<file path="config.mk">
export PLATFORM = sky130hd
export DESIGN_NAME = instruction_fetch_unit
export DESIGN_NICKNAME = d
export VERILOG_FILES = /design/src/rtl/cpu_pkg.sv /design/src/rtl/instruction_fetch_unit_pc_reg.sv /design/src/rtl/instruction_fetch_unit.sv
export SDC_FILE = /design/constraint.sdc
export NUM_CORES = 1
export LEC_CHECK = 0
export BUFFER_PORTS_ARGS = -buffer_cell sky130_fd_sc_hd__buf_2
export CAP_MARGIN = 5
export CELL_PAD_IN_SITES_DETAIL_PLACEMENT = 0
export CELL_PAD_IN_SITES_GLOBAL_PLACEMENT = 1
export CORE_ASPECT_RATIO = 1.75
export CORE_UTILIZATION = 33
export CTS_CLUSTER_DIAMETER = 30
export DETAILED_ROUTE_END_ITERATION = 8
export PLACE_DENSITY = 0.86
export SYNTH_ARGS = -nofsm -noshare
export SYNTH_HDL_FRONTEND = slang
export SYNTH_SLANG_ARGS = --single-unit
</file>
<file path="constraint.sdc">
create_clock -name clk -period 1.9 [get_ports clk]
set_clock_uncertainty 0.15 [all_clocks]
set_input_delay 0.095 -clock clk [delete_from_list [all_inputs] [get_ports clk]]
set_output_delay 0.095 -clock clk [all_outputs]
set_load 0.02 [all_outputs]
</file>
<file path="src/rtl/cpu_pkg.sv">
// Shared fetch-stage types and constants.
package cpu_pkg;

  localparam int unsigned XLEN               = 32;
  localparam logic [31:0] NOP_INSTR          = 32'h0000_0000;
  localparam logic [31:0] RESET_PC_DEFAULT   = 32'h0000_0000;
  localparam int unsigned IMEM_WORDS_DEFAULT = 128;

  typedef enum logic [1:0] {
    BOOT   = 2'd0,
    RUN    = 2'd1,
    HALTED = 2'd2
  } fetch_state_t;

  typedef struct packed {
    logic [XLEN-1:0] instr;
    logic [XLEN-1:0] pc;
    logic [XLEN-1:0] pc4;
    logic            valid;
  } if_id_t;

endpackage

</file>
<file path="src/rtl/instruction_fetch_unit_pc_reg.sv">
// PC register with next-PC selection, fetch range check and sticky fault flag.
module instruction_fetch_unit_pc_reg
  import cpu_pkg::*;
#(
  parameter logic [31:0] RESET_PC   = RESET_PC_DEFAULT,
  parameter int unsigned IMEM_WORDS = IMEM_WORDS_DEFAULT
) (
  input  logic            clk,
  input  logic            rst_n,
  input  logic            redirect,
  input  logic [XLEN-1:0] target,
  input  logic            advance,
  input  logic            fetch,
  output logic [XLEN-1:0] pc,
  output logic [XLEN-1:0] pc4_c,
  output logic            in_range_c,
  output logic            fault
);

  logic [XLEN-1:0] pc_d;
  logic            fault_d;

  assign pc4_c      = pc + 32'd4;
  assign in_range_c = {2'b00, pc[XLEN-1:2]} < 32'(IMEM_WORDS);

  // Redirect beats advance; the target is forced word aligned.
  always_comb begin
    pc_d = pc;
    if (redirect) begin
      pc_d = {target[XLEN-1:2], 2'b00};
    end else if (advance) begin
      pc_d = pc4_c;
    end
  end

  assign fault_d = fault
                 | (redirect & (|target[1:0]))
                 | (~redirect & fetch & ~in_range_c);

  always_ff @(posedge clk or negedge rst_n) begin
    if (!rst_n) begin
      pc    <= RESET_PC;
      fault <= 1'b0;
    end else begin
      pc    <= pc_d;
      fault <= fault_d;
    end
  end

endmodule

</file>
<file path="src/rtl/instruction_fetch_unit.sv">
// Fetch stage: PC, ROM addressing, IF/ID pipeline register and BOOT/RUN/HALTED control.
module instruction_fetch_unit #(
  parameter logic [31:0] RESET_PC   = cpu_pkg::RESET_PC_DEFAULT,
  parameter int unsigned IMEM_WORDS = cpu_pkg::IMEM_WORDS_DEFAULT,
  parameter logic [31:0] NOP_INSTR  = cpu_pkg::NOP_INSTR
) (
  input  logic        clk,
  input  logic        rst_n,
  input  logic        stall_i,
  input  logic        redirect_i,
  input  logic [31:0] target_i,
  input  logic        halt_i,
  input  logic        resume_i,
  output logic [31:0] imem_addr_o,
  input  logic [31:0] imem_rd_i,
  output logic [31:0] instr_id_o,
  output logic [31:0] pc_id_o,
  output logic [31:0] pc4_id_o,
  output logic        valid_id_o,
  output logic        fault_o,
  output logic        halted_o
);

  import cpu_pkg::*;

  fetch_state_t    state_q, state_d;
  if_id_t          if_id_q, if_id_d, capture_c, bubble_c;
  logic [XLEN-1:0] pc, pc4_c;
  logic            in_range_c, advance, fetch, fault, halted_q;

  instruction_fetch_unit_pc_reg #(
    .RESET_PC   (RESET_PC),
    .IMEM_WORDS (IMEM_WORDS)
  ) u_pc_reg (
    .clk        (clk),
    .rst_n      (rst_n),
    .redirect   (redirect_i),
    .target     (target_i),
    .advance    (advance),
    .fetch      (fetch),
    .pc         (pc),
    .pc4_c      (pc4_c),
    .in_range_c (in_range_c),
    .fault      (fault)
  );

  assign bubble_c  = if_id_t'({NOP_INSTR, 32'd0, 32'd0, 1'b0});
  assign capture_c = in_range_c ? if_id_t'({imem_rd_i, pc, pc4_c, 1'b1}) : bubble_c;

  // Next state / IF/ID selection; redirect overrides everything else.
  always_comb begin
    state_d = state_q;
    if_id_d = if_id_q;
    advance = 1'b0;
    fetch   = 1'b0;
    case (state_q)
      BOOT: begin
        state_d = RUN;
        if_id_d = bubble_c;
      end
      RUN: begin
        if (!stall_i) begin
          fetch   = 1'b1;
          if_id_d = capture_c;
          if (halt_i) begin
            state_d = HALTED;
          end else begin
            advance = 1'b1;
          end
        end
      end
      HALTED: begin
        if_id_d = bubble_c;
        if (resume_i) begin
          state_d = RUN;
        end
      end
      default: begin
        state_d = BOOT;
        if_id_d = bubble_c;
      end
    endcase
    if (redirect_i) begin
      if_id_d = bubble_c;
      fetch   = 1'b0;
      advance = 1'b0;
      state_d = (state_q == HALTED) ? HALTED : RUN;
    end
  end

  always_ff @(posedge clk or negedge rst_n) begin
    if (!rst_n) begin
      state_q  <= BOOT;
      if_id_q  <= if_id_t'({NOP_INSTR, 32'd0, 32'd0, 1'b0});
      halted_q <= 1'b0;
    end else begin
      state_q  <= state_d;
      if_id_q  <= if_id_d;
      halted_q <= (state_d == HALTED);
    end
  end

  assign imem_addr_o = pc;
  assign instr_id_o  = if_id_q.instr;
  assign pc_id_o     = if_id_q.pc;
  assign pc4_id_o    = if_id_q.pc4;
  assign valid_id_o  = if_id_q.valid;
  assign fault_o     = fault;
  assign halted_o    = halted_q;

endmodule

</file>
# Word level (Yosys, flattened, before mapping)
# Index checks and enable logic that the tools add are counted.
# word_totals
word_cells	43
register_bits	133
out_inout_bits	131
ramBits	0
input_bits	70
latch_bits	0
rom_bits	0
mem_count	0
# op_classes
n_addsub	1
n_shift	0
magnitude_cmp	1
n_eq_ne	4
bitwise	7
mul	0
div_mod_pow	0
reduce_logical	3
n_mux	19
# ops
operator	n
$mux 97	4
$mux 32	2
$add 32x3->32 const B	1
$lt 30x8->1 const B	1
$mux 2	5
$mux 1	7
$pmux 2 s3	1
$eq 2x2->1 const B	2
$and 1x1->1	3
$ne 3x3->1 const B	1
$eq 2x1->1 const B	1
$logic_not 2->1	1
$not 1->1	2
$or 1x1->1	2
$reduce_bool 2->1	1
$reduce_or 2->1	1

# Longest topological paths before layout
# Gate-level depths: netlist of the first run.
# depth
depth_word	6
depth_mapped	8
mapped_depth_nobuf	6

# Hierarchy
# A second synthesis of the first run with hierarchy kept.
# unflattened
cells_unflattened	526
hier_area_um2	6007.0
# modules_own_cells
mod	instances	area_each_um2	cells_each
instruction_fetch_unit	1	3588.4	230
instruction_fetch_unit_pc_reg	1	2418.6	296

# Least setup slack after synthesis of the first run
# OpenSTA, ideal clock, no wires.
# synth_timing
path_kind	register to register
startpoint	register u_pc_reg.pc[2]
endpoint	register u_pc_reg.pc[28]
setup_ns	0.126
arrival_ns	1.975
path_stages_with_launch	7
slack_ns	-0.351
required_ns	1.624
cell_sequence	dfrtp_1 > ha_1 > nand3_1 > nor4_2 > nand4_1 > a21o_1 > a221o_1
# synth_via
elab_chain_len	3
# synth_lines
element	line_no	rtl
start, declared	instruction_fetch_unit_pc_reg.sv:14	output logic [XLEN-1:0] pc,
start signal, assigned	instruction_fetch_unit_pc_reg.sv:45	pc <= pc_d;
$add 32x3->32	instruction_fetch_unit_pc_reg.sv:23	assign pc4_c = pc + 32'd4;
$mux 32	instruction_fetch_unit_pc_reg.sv:31	end else if (advance) begin
$mux 32	instruction_fetch_unit_pc_reg.sv:29	if (redirect) begin
# No other way between the ends. The select of a mux whose other input is x is not followed.
# A chain may end at the register's enable or synchronous reset.

# Final worst setup path of the first run
# layout_timing
startpoint	register u_pc_reg.pc[16]
endpoint	register u_pc_reg.pc[21]
# The elaborated chain is that of the path after synthesis.

==> results.md, run 1 <==
Floorplan:
- The die area is 16500 um2.
- The area of the core region is 15500 um2.
- The die is 97.5 um wide.
- The number of core rows is 60.
- The number of top-level pins is 201.
- The effective utilization at floorplan is 34.1%.
- The die height is 169 um.

Global routing:
- The number of global-route vias before repair was 5426.
- The number of antenna violations at the first check in global routing came to 0.
- Entering global routing, the biggest net connects 95 pins.
- Global routing consumed, over all layers together, 22.3% of the routing resources.
- The global-route wire length before repair is 28600 um.
- The leftover overflow at the end of global routing is 0.

Logic synthesis:
- In this run the mean area of a mapped cell was 11.4 um2.
- The number of enable flip-flop cells after synthesis is 0.
- The share of synthesized flip-flops with an asynchronous set or reset is 100%.
- Sequential elements use 60.8% of the synthesized area.
- The number of unique standard cell types used by synthesis is 47.
- Synthesis produced a netlist whose cell count is 462.
- The post-synthesis register bit count is 128.
- The cell area after synthesis is 5270 um2.
- In the synthesized netlist the dominant register cell turns out to be dfrtp_1.
- The Yosys step of the flow raised 0 warnings.

Placement:
- The count of input and output buffers is 198.
- The weighted congestion reported at the end of routability-driven placement is 0.923.
- The HPWL reported at the end of detailed placement is 12100 um.
- Including well taps, the total number of placed cells is 873.

Route:
- The remaining antenna violation count is 0.
- After detailed routing, the total wire length is 18600 um.
- Summing over every cut layer, the via total after detailed routing is 5190.
- The via count normalized by instance count is 5.18.
- The length of the first detailed-routing pass in iterations is 5.
- In this run, the number of DRC markers left after iteration 0 of detailed routing was 240.
- The post-route DRC violation count is 0.
- Dividing the detail-routed wire length by the instance count gives 18.6 um.

Critical path:
- STA classifies the critical path startpoint as a flip-flop.
- The maximum single-stage delay on the critical path is 410 ps.
- For the worst setup path, the data required time is 2030 ps.
- The element type at the critical path end is a flip-flop.
- For this design, the slowest cell found on the critical path is dfrtp_1.
- The critical path is of the flip-flop to flip-flop type.
- Along the worst path, the maximum fanout reaches 3.
- The signal arrival time at the worst endpoint is 2180 ps.
- The kind of cell adding the most delay to the critical path is simple AND/OR/NAND/NOR gates.
- The combined buffer and inverter count along the critical path is 2.
- The critical path goes through buf_6 -> nand4_1 -> or3_4 -> nor3_4 -> buf_4 -> a21oi_2 -> a221o_1.

Clock network:
- The master cell of the clock root buffer is clkbuf_16.
- TritonCTS built the clock tree.
- The maximum clock path buffer count is 2.
- Buffers inserted during clock tree synthesis total 17.
- Clock-pin slew was measured on the worst setup and hold paths at 70 ps.
- Clock latency on the worst-skew pair, taken at its later pin, is 410 ps.
- The TritonCTS sink count is 128.
- The number of levels in the clock H-tree is 4.

STA:
- Setup repair after global routing could not meet its margin everywhere.
- The setup-violating endpoint count in the final report is 59.
- The hold slack is 45.5 ps.
- The smallest clock period supported by the final layout is computed as 2050 ps.
- The final sum of negative setup slack is -5340 ps.
- In the finished design, the share of the clock period the worst path needs comes to 108%.
- The final worst setup slack is -152 ps.
- The number of slew-limit violations in the final report came to 0.
- The final hold violation count came to 0.
- For this run, the top clock speed supported by timing is 0.487 GHz.

Cells and area:
- The count of placed standard cells in the final layout, fillers left out is 1001.
- In the layout the commonest cells are buf_2 (197), dfrtp_1 (120), dlygate4sd3_1 (69), buf_4 (68), and2_1 (46).
- Leaving out fill and tap cells, the most frequent cell in the layout is buf_2.
- The area growth from synthesis to layout is 66.7%.
- The share of final-layout standard cells stronger than drive strength 1 is 45.1%.
- The number of nets in the layout is 872.
- At the end of the flow the core is filled with cells to 56.8%.

Power:
- VDD sags by at most 0.498 mV.
- Power spread over the standard cell area amounts to 849 nW/um2.
- The leakage power is 0.00451 uW.

Run:
- The number of violations of the max-capacitance limit is 0.

Worst hold path:
- The worst hold path class is input pin to asynchronous set/reset pin.

Status:
- The flow ran to the end, but the final reports show violations.
- The checks that failed: negative setup slack.
==> Yosys cell counts, types with 2 or more instances <==
cell | instances | area (um2)
nand3_1 | 15 | 75.1
a21oi_1 | 3 | 15.0
xor2_1 | 9 | 78.8
a311oi_1 | 2 | 17.5
nand2_1 | 44 | 165
buf_2 | 5 | 25.0
o21ai_0 | 24 | 120
clkbuf_1 | 27 | 101
a22oi_1 | 2 | 15.0
nor3_1 | 8 | 40.0
nor2_1 | 17 | 63.8
inv_1 | 5 | 18.8
nor2b_1 | 3 | 18.8
and2_1 | 46 | 288
nor3_2 | 3 | 30.0
buf_4 | 5 | 37.5
a22o_1 | 40 | 350
xnor2_1 | 10 | 87.6
nor4_1 | 8 | 50.1
o311ai_0 | 3 | 26.3
and3_1 | 7 | 43.8
a221o_1 | 9 | 90.1
and4_1 | 2 | 17.5
nand4_1 | 10 | 62.6
o221ai_1 | 4 | 35.0
a21o_1 | 3 | 22.5
dfrtp_1 | 128 | 3200
==> what timing repair did <==
item,in CTS,in global routing
buffers inserted,10,12
gates resized for setup,32,43
cloned,3,2
hold buffers,69,0
pin swaps,16,22
endpoints found under the hold margin,194,0
setup endpoints to repair,71,75
==> sequential cells by signal, summed over array words and instances (netlist names) <==
signal and count:
u_pc_reg.pc 30, valid_id_o 1, pc4_id_o 30, state_q 2
pc_id_o 31, halted_o 1, instr_id_o 32, u_pc_reg.fault 1
==> path summary, 6_finish.rpt <==
check | depth (start not counted) | to | startpoint | slack [ps]
worst min-delay path | 2 | u_pc_reg.pc[14]$_DFFE_PN0N_ | rst_n | 50
worst min register to register | 2 | valid_id_o$_DFFE_PN0P_ | valid_id_o$_DFFE_PN0P_ | 320
worst max-delay path | 7 | u_pc_reg.pc[21]$_DFFE_PN0N_ | u_pc_reg.pc[16]$_DFFE_PN0N_ | -150
worst max register to register | 7 | u_pc_reg.pc[21]$_DFFE_PN0N_ | u_pc_reg.pc[16]$_DFFE_PN0N_ | -150
min in group clk | 3 | u_pc_reg.fault$_DFF_PN0_ | stall_i | 80
max in group asynchronous | 3 | u_pc_reg.pc[6]$_DFFE_PN0N_ | rst_n | 910
==> metrics by stage <==
| stage | setup slack (ps) | power, uW | area (um2) |
|---|---|---|---|
| 2_1_floorplan | -91.4 | 3260 | 5360 |
| 3_5_place_dp | -226 | 3690 | 6910 |
| 6_report | -152 | 7460 | 8780 |
| 5_1_grt | -189 | 7710 | 8780 |
| 3_3_place_gp | -188 | 3670 | 6910 |
| 4_1_cts | -112 | 7470 | 8540 |
==> power breakdown <==
group          internal (uW)  switching, uW
combinational            443            518
clock                   2360           1270
sequential              2800           73.6
==> cells by family (layout without fill, tap and decap cells) <==
logic type | count (synthesis) | after routing | share of synthesized area (%)
DFF | 128 | 128 | 60.8
buffers and inverters | 43 | 394 | 3.54
other | 1 | 3 | 0.0712
and+or+nand+nor | 173 | 173 | 18.1
AOI/OAI and AO/OA | 97 | 97 | 14.1
adders and majority gates | 1 | 1 | 0.237
xor gates and xnor gates | 19 | 19 | 3.16
==> final cells by class <==
class | count | area, um2
inverter | 6 | 22.5
multi-input combinational | 292 | 2120
antenna | 1 | 2.50
tap | 186 | 233
clock inverter | 14 | 228
fill | 1283 | 6680
timing repair buffer | 356 | 2530
clock buffer | 18 | 429
sequential | 128 | 3210
==> routing by layer <==
| metal | vias up | GRT usage (%) | wire, um |
|---|---|---|---|
| li1 | 2343 | - | - |
| met1 | 2549 | 23.9 | 6690 |
| met2 | 241 | 40.7 | 10300 |
| met3 | 57 | 3.83 | 881 |
| met4 | 0 | 13.4 | 760 |
| met5 | - | 0 | 0 |
(Power assumes the default switching activity.)
==> run 2: changes to the inputs <==
==> constraint.sdc (replaced) <==
create_clock -name clk -period 1.9 [get_ports clk]
set_clock_uncertainty 0.15 [all_clocks]
set_input_delay 0.285 -clock clk [delete_from_list [all_inputs] [get_ports clk]]
set_output_delay 0.285 -clock clk [all_outputs]
set_load 0.02 [all_outputs]
==> run 2 against run 1 <==
Effect of this change: the flow still finishes with violations (negative setup slack); worst setup slack improved by 81 ps; routed wire length fell by 6.7%; register-to-register slack improved by 80 ps; combinational power fell by 3.0%; largest cell class unchanged.
==> results.md, run 2 (synthesis gave the netlist of run 1 again) <==
Cells and area:
- With fillers left out, the area of the finished cells amounts to 8460 um2.
- The most common cell after layout, fill and taps aside is buf_2.
- The number of flip-flops under the largest register name is 32.
- After the last flow step, the layout net total stands at 856.
- The count of placed standard cells in the final layout, fillers left out is 984.
- The final design utilization is 54.7%.
- The share of final-layout standard cells stronger than drive strength 1 is 44.0%.
- In the layout the commonest cells are buf_2 (197), dfrtp_1 (121), buf_4 (68), dlygate4sd3_1 (63), and2_1 (46).
- Relative to the synthesized area, the layout overhead comes to 60.7%.

Critical path:
- The slowest cell on the critical path is or4b_4.
- STA puts the critical path data arrival time at 2160 ps.
- The startpoint type of the worst setup path is a flip-flop.
- Data on the critical path is required at its endpoint by 2090 ps.
- The critical path contains buffers and inverters numbering 3 combined.
- The kind of cell with the highest combined delay along the critical path is simple AND/OR/NAND/NOR gates.
- The largest single stage delay on the critical path is 560 ps.
- The element type at the critical path end is a flip-flop.
- The critical path class is flip-flop to flip-flop.
- Walking the worst path, the cells encountered are buf_4 -> or4b_4 -> nor3_4 -> buf_6 -> clkbuf_16 -> a22o_1.
- Of all nets on the critical path, the largest fanout is 10.

Floorplan:
- The floorplan step set the die width to 97.5 um.
- The floorplan step defined a die boundary enclosing 16500 um2.
- In this run the standard cell core region covers 15500 um2.
- The floorplan has 60 rows.
- The die height is 169 um.
- For this design the top-level I/O count stands at 201.
- The effective utilization at floorplan is 34.1%.

Worst hold path:
- The min-delay analysis places its worst path in the category input pin to flip-flop.

Clock network:
- TritonCTS built the clock tree.
- The cell sitting at the root of the clock tree is a clkbuf_16.
- Clock-pin slew was measured on the worst setup and hold paths at 60 ps.
- The TritonCTS sink count is 128.
- Counting along the longest clock path gives a buffer depth of 2.
- The clock latency reported for the late side of the worst-skew pair is 410 ps.
- Counting the buffers created by CTS gives 17.
- The number of levels in the clock H-tree is 4.

Placement:
- The HPWL reported at the end of detailed placement is 11900 um.
- Routability-driven placement finished with a final weighted congestion of 0.904.
- Port buffering added 198 buffers.
- The instance count after placement with tap cells included is 876.
- The total placed instance area is 6960 um2.

STA:
- The setup-violating endpoint count in the final report is 47.
- After layout, the minimum clock period comes to 1970 ps.
- The maximum clock frequency is 0.507 GHz.
- The final hold violation count was 0.
- The final worst setup slack is -71.1 ps.
- Of the available clock period, the critical path in the final layout requires 104%.
- The number of slew-limit violations in the final report came to 0.
- The final sum of negative setup slack is -1760 ps.
- Setup repair after global routing could not meet its margin everywhere.

Global routing:
- For this run the aggregate overflow at the end of global routing stands at 0.
- The first global-routing pass estimated 27600 um of wire.
- Entering global routing, the biggest net connects 95 pins.
- The total track usage is 21.4%.
- The number of global-route vias before repair is 5290.
- The number of antenna violations at the first check in global routing was 1.

Power:
- Dividing total power by cell area gives a power density of 839 nW/um2.
- The analysis attributes to cell leakage a power of 0.00438 uW.
- The net switching power is 1790 uW.
- In this run, flip-flops and latches consume 40.2% of the power.
- The internal power summed over all cells is 5320 uW.
- VDD sags by at most 0.528 mV.
- The switching power as a share of total power is 25.1%.
- In this run, the combinational gates consume 13.1% of the power.
- The clock network accounts for 46.7% of the total power.

Route:
- The count of nets left with antenna violations once routing finished came out at 0.
- The length of the first detailed-routing pass in iterations is 6.
- In the detailed route, the total length drawn on met3 is 897 um.
- The via count normalized by instance count is 5.19.
- The post-route DRC violation count is 0.
- The routed design has 17400 um of wire.
- Summed over all nets, wire length on met2 after detailed routing comes to 9650 um.
- The post-detailed-route wirelength per cell is 17.7 um.
- The overall via count from detail_route is 5103.
- The detailed router put a total of 6390 um of wire on met1.
- The top routing layer in use is met4.
- The first routing iteration left 245 violations.

Status:
- The flow ran to the end, but the final reports show violations.
- The final reports fail on negative setup slack.

Run:
- The number of violations of the max-capacitance limit is 0.
run 2: cell type report:
class,instances,area [um2]
inverter,6,22.5
clock buffer,18,439
antenna,1,2.50
timing repair buffer,340,2340
tap,186,233
fill,1321,7000
sequential,128,3210
multi-input combinational,292,2050
clock inverter,13,161
run 2: through the flow:
| stage | total power (uW) | setup slack (ps) | hold WS (ps) |
|---|---|---|---|
| after floorplan | 3260 | -91.4 | -161 |
| after global placement | 3670 | -225 | 88.0 |
| after detailed placement | 3690 | -232 | 93.9 |
| after CTS | 7150 | -62.2 | 80.3 |
| after global routing | 7370 | -133 | 108 |
| final | 7100 | -71.1 | 85.8 |
run 2: final timing paths:
path                                         start                         end  slack [ps]  cells past startpoint
min reg2reg                pc_id_o[24]$_DFFE_PN0P_     pc_id_o[24]$_DFFE_PN0P_         320                      1
max                           state_q[1]$_DFF_PN0_  instr_id_o[12]$_DFFE_PN0P_         -70                      6
min                                    target_i[0]    u_pc_reg.fault$_DFF_PN0_          90                      5
max in group asynchronous                    rst_n  instr_id_o[11]$_DFFE_PN0P_         730                      3
max reg2reg                   state_q[1]$_DFF_PN0_  instr_id_o[12]$_DFFE_PN0P_         -70                      6
min in group asynchronous                    rst_n  instr_id_o[26]$_DFFE_PN0P_         200                      2
run 2: timing repair:
| action | CTS | global route |
|---|---|---|
| endpoints found under the hold margin | 83 | 0 |
| gates resized for setup | 16 | 29 |
| hold buffers | 63 | 0 |
| setup buffers | 7 | 4 |
| cloned | 1 | 1 |
| endpoints found under the setup margin | 65 | 69 |
| pin swaps | 3 | 20 |
run 2: power by group through the flow:
stage               Combinational [uW]  Clock, uW  Sequential [uW]
floorplan                          265          0             3000
global placement                   772          0             2900
detailed placement                 785          0             2900
CTS                                912       3380             2850
global route                      1010       3500             2860
finish                             932       3310             2860
run 2: metal layers:
layer  up-vias  global-route usage [%]
met1      2544                    23.0
met3        33                    4.32
met2       229                    39.2
met5         -                       0
li1       2297                       -
met4         0                    10.9
run 2: worst min-delay path: cells and delay by family:
| family | cells | cell delay, ps |
|---|---|---|
| AOI/OAI and AO/OA | 1 | 60 |
| and+or+nand+nor | 3 | 180 |
| buffers and inverters | 1 | 70 |
==> run 3: changes to the inputs <==
TNS_END_PERCENT = 30   (was default)
==> run 3 against run 2 <==
Effect of this change: the flow still finishes with violations (negative setup slack); sequential share of layout area is 0.69 points higher; utilization is 0.98 points lower; critical path depth decreased by 1; flip-flop and latch count unchanged; global-route usage down 0.21 points; fmax is essentially flat; register-to-register slack about the same; clock power is essentially flat; critical path type unchanged.
==> results.md, run 3 (synthesis gave the netlist of run 1 again) <==
Status:
- The run finished, with violations left.
- The checks that failed: negative setup slack.

Critical path:
- The capturing point of the worst reg2reg path is pc_id_o[8]$_DFFE_PN0P_.
- The startpoint type of the worst setup path is a flip-flop.
- The critical path class is flip-flop to flip-flop.
- For the worst flop-to-flop path, the logic depth is 5.
- At the worst endpoint, the arrival time is 2160 ps.
- STA puts the critical path data required time at 2090 ps.
- Together, buffers and inverters on the worst path number 2.
- Walking the worst path, the cells encountered are buf_4 -> or4b_4 -> nor3_4 -> buf_12 -> a22o_1.
- The largest single stage delay on the critical path is 560 ps.
- The slowest cell on the critical path is or4b_4.
- The startpoint of the lowest-slack register-to-register path is state_q[1]$_DFF_PN0_.
- The kind of cell adding the most delay to the critical path is simple AND/OR/NAND/NOR gates.
- STA classifies the critical path endpoint as a flip-flop.
- For flop-to-flop paths, the worst setup slack is -70 ps.
- The maximum net fanout on the critical path is 20.

Cells and area:
- The register with the most flip-flops in the layout has 32 of them.
- The number of nets in the layout is 848.
- For this run, the share of the core covered by cells in the final layout is 53.8%.
- Compared with the post-synthesis result, the final layout area differs by 57.8%.
- In the final layout, the share of cells above drive strength 1 is 42.6%.
- The library cell used most frequently in the layout, excluding fill and tap cells, is buf_2.
- In the layout the commonest cells are buf_2 (197), dfrtp_1 (121), buf_4 (64), dlygate4sd3_1 (63), and2_1 (46).

Worst hold path:
- The number of instances on the worst hold path is 5.
- The endpoint with the worst hold slack is u_pc_reg.fault$_DFF_PN0_.
- In this run the most critical hold path is launched from target_i[0].
- The worst hold path class is input pin to flip-flop.

Route:
- For this run, design rule violations remaining after detail routing come to 0.
- The DRC violation total after the first TritonRoute iteration is 239.
- Wires add up to 17000 um.
- Detailed routing inserted a total of 5017 vias.
- The via count normalized by instance count is 5.14.
- Once detail routing completed, the nets flagged for antenna violations numbered 0.
- In the final routed layout, each cell accounts on average for 17.4 um.
- The length of the first detailed-routing pass in iterations is 4.

Floorplan:
- The number of core rows is 60.
- The die is 169 um tall.
- Measured along the x axis, the die boundary spans 97.5 um.
- Pin placement for this block handled 201 I/O pins.
- For this configuration, the core starts out at a cell density of 34.1%.
- The die area is 16500 um2.
- The area of the core region is 15500 um2.

STA:
- The final hold violation count is 0.
- The number of slew-limit violations in the final report is 0.
- The maximum clock frequency is 0.507 GHz.
- Dividing the final minimum period by the clock period gives 104%.
- The setup-violating endpoint count in the final report is 46.
- Setup repair after global routing could not meet its margin everywhere.
- The smallest clock period supported by the final layout is computed as 1970 ps.
- The final worst setup slack is -72.4 ps.

Clock network:
- The clock latency reported for the late side of the worst-skew pair is 410 ps.
- The clock passes through at most 2 buffers.
- The master cell of the clock root buffer is clkbuf_16.
- The H-tree generated during clock tree synthesis spans 4 levels.
- After clock tree synthesis, the clock-pin slew on the worst setup and hold paths is 60 ps.
- The TritonCTS sink count is 128.
- The TritonCTS clock tree is yes.
- The number of buffers created by CTS is 17.

Global routing:
- Entering global routing, the biggest net connects 95 pins.
- Global routing used 21.2% of the available tracks across all layers.
- The first global-routing pass estimated 27300 um of wire.
- The number of global-route vias before repair is 5278.
- The number of antenna violations at the first check in global routing was 1.
- The leftover overflow at the end of global routing is 0.

Power:
- For this design the static power due to leakage is 0.00428 uW.
- The power density relative to cell area is 854 nW/um2.
- Across the VDD grid, the largest voltage drop is 0.513 mV.

Run:
- Across the run, the number of max-cap violations was 0.

Placement:
- The HPWL after detailed placement is 11900 um.
- The placement-stage worst setup slack is -232 ps.
- The weighted congestion reported at the end of routability-driven placement is 0.904.
- The count of input and output buffers is 198.
==> run 3: how the worst max path moves through the flow <==
| stage | startpoint | to | slack [ps] | depth (start not counted) |
|---|---|---|---|---|
| 6_report | state_q[1]$_DFF_PN0_ | pc_id_o[8]$_DFFE_PN0P_ | -70 | 5 |
| 5_1_grt | state_q[1]$_DFF_PN0_ | pc_id_o[8]$_DFFE_PN0P_ | -140 | 5 |
| 4_1_cts | state_q[1]$_DFF_PN0_ | pc_id_o[8]$_DFFE_PN0P_ | -70 | 5 |
| 3_5_place_dp | stall_i | u_pc_reg.pc[8]$_DFFE_PN0N_ | -230 | 6 |
| 3_3_place_gp | stall_i | u_pc_reg.pc[17]$_DFFE_PN0N_ | -230 | 6 |
| 2_1_floorplan | u_pc_reg.pc[7]$_DFFE_PN0N_ | u_pc_reg.pc[28]$_DFFE_PN0N_ | -90 | 5 |
==> run 3: power by group <==
group / leakage (uW) / switching (uW) / internal [uW]
Combinational: 0.00227 / 501 / 419
Clock: 0.000297 / 1220 / 2100
Sequential: 0.00172 / 61.0 / 2800
==> run 3: metal layers <==
| layer | wire length, um | global-route usage, % | share of wire (%) |
|---|---|---|---|
| met2 | 9290 | 38.6 | 55 |
| met4 | 524 | 11.1 | 3.1 |
| met1 | 6270 | 22.8 | 37 |
| met3 | 897 | 4.32 | 5.3 |
| met5 | 0 | 0 | 0 |
==> run 3: layout make-up <==
cell class / count / area [um2]
diodes: 1 / 2.50
multi-input cells: 292 / 2010
inverters: 6 / 22.5
clock buffers: 18 / 439
fillers: 1345 / 7150
flip-flops and latches: 128 / 3210
repair buffers: 332 / 2230
clock inverters: 13 / 161
well taps: 186 / 233
==> run 3: timing repair <==
action,CTS,global route
hold buffers,63,0
resized for setup,14,16
setup endpoints to repair,65,69
pin swaps,11,11
endpoints found under the hold margin,83,0
buffers inserted,5,0
==> run 3: through the flow <==
stage,hold slack [ps],cell area [um2],std cells,setup TNS (ps),power (uW)
floorplan,-161,5370,463,-426,3260
detailed placement,93.9,6960,876,-4440,3690
finish,87.3,8310,976,-2320,7100
global placement,88.0,6960,876,-2910,3670
CTS,80.3,8290,975,-1600,7150
global route,104,8310,976,-5980,7360
==> run 3: tightest hold or removal path: stages <==
cell,delay (ps)
buf_2,70
nor2_1,50
nor2_1,90
nor2_1,40
o21ai_0,60
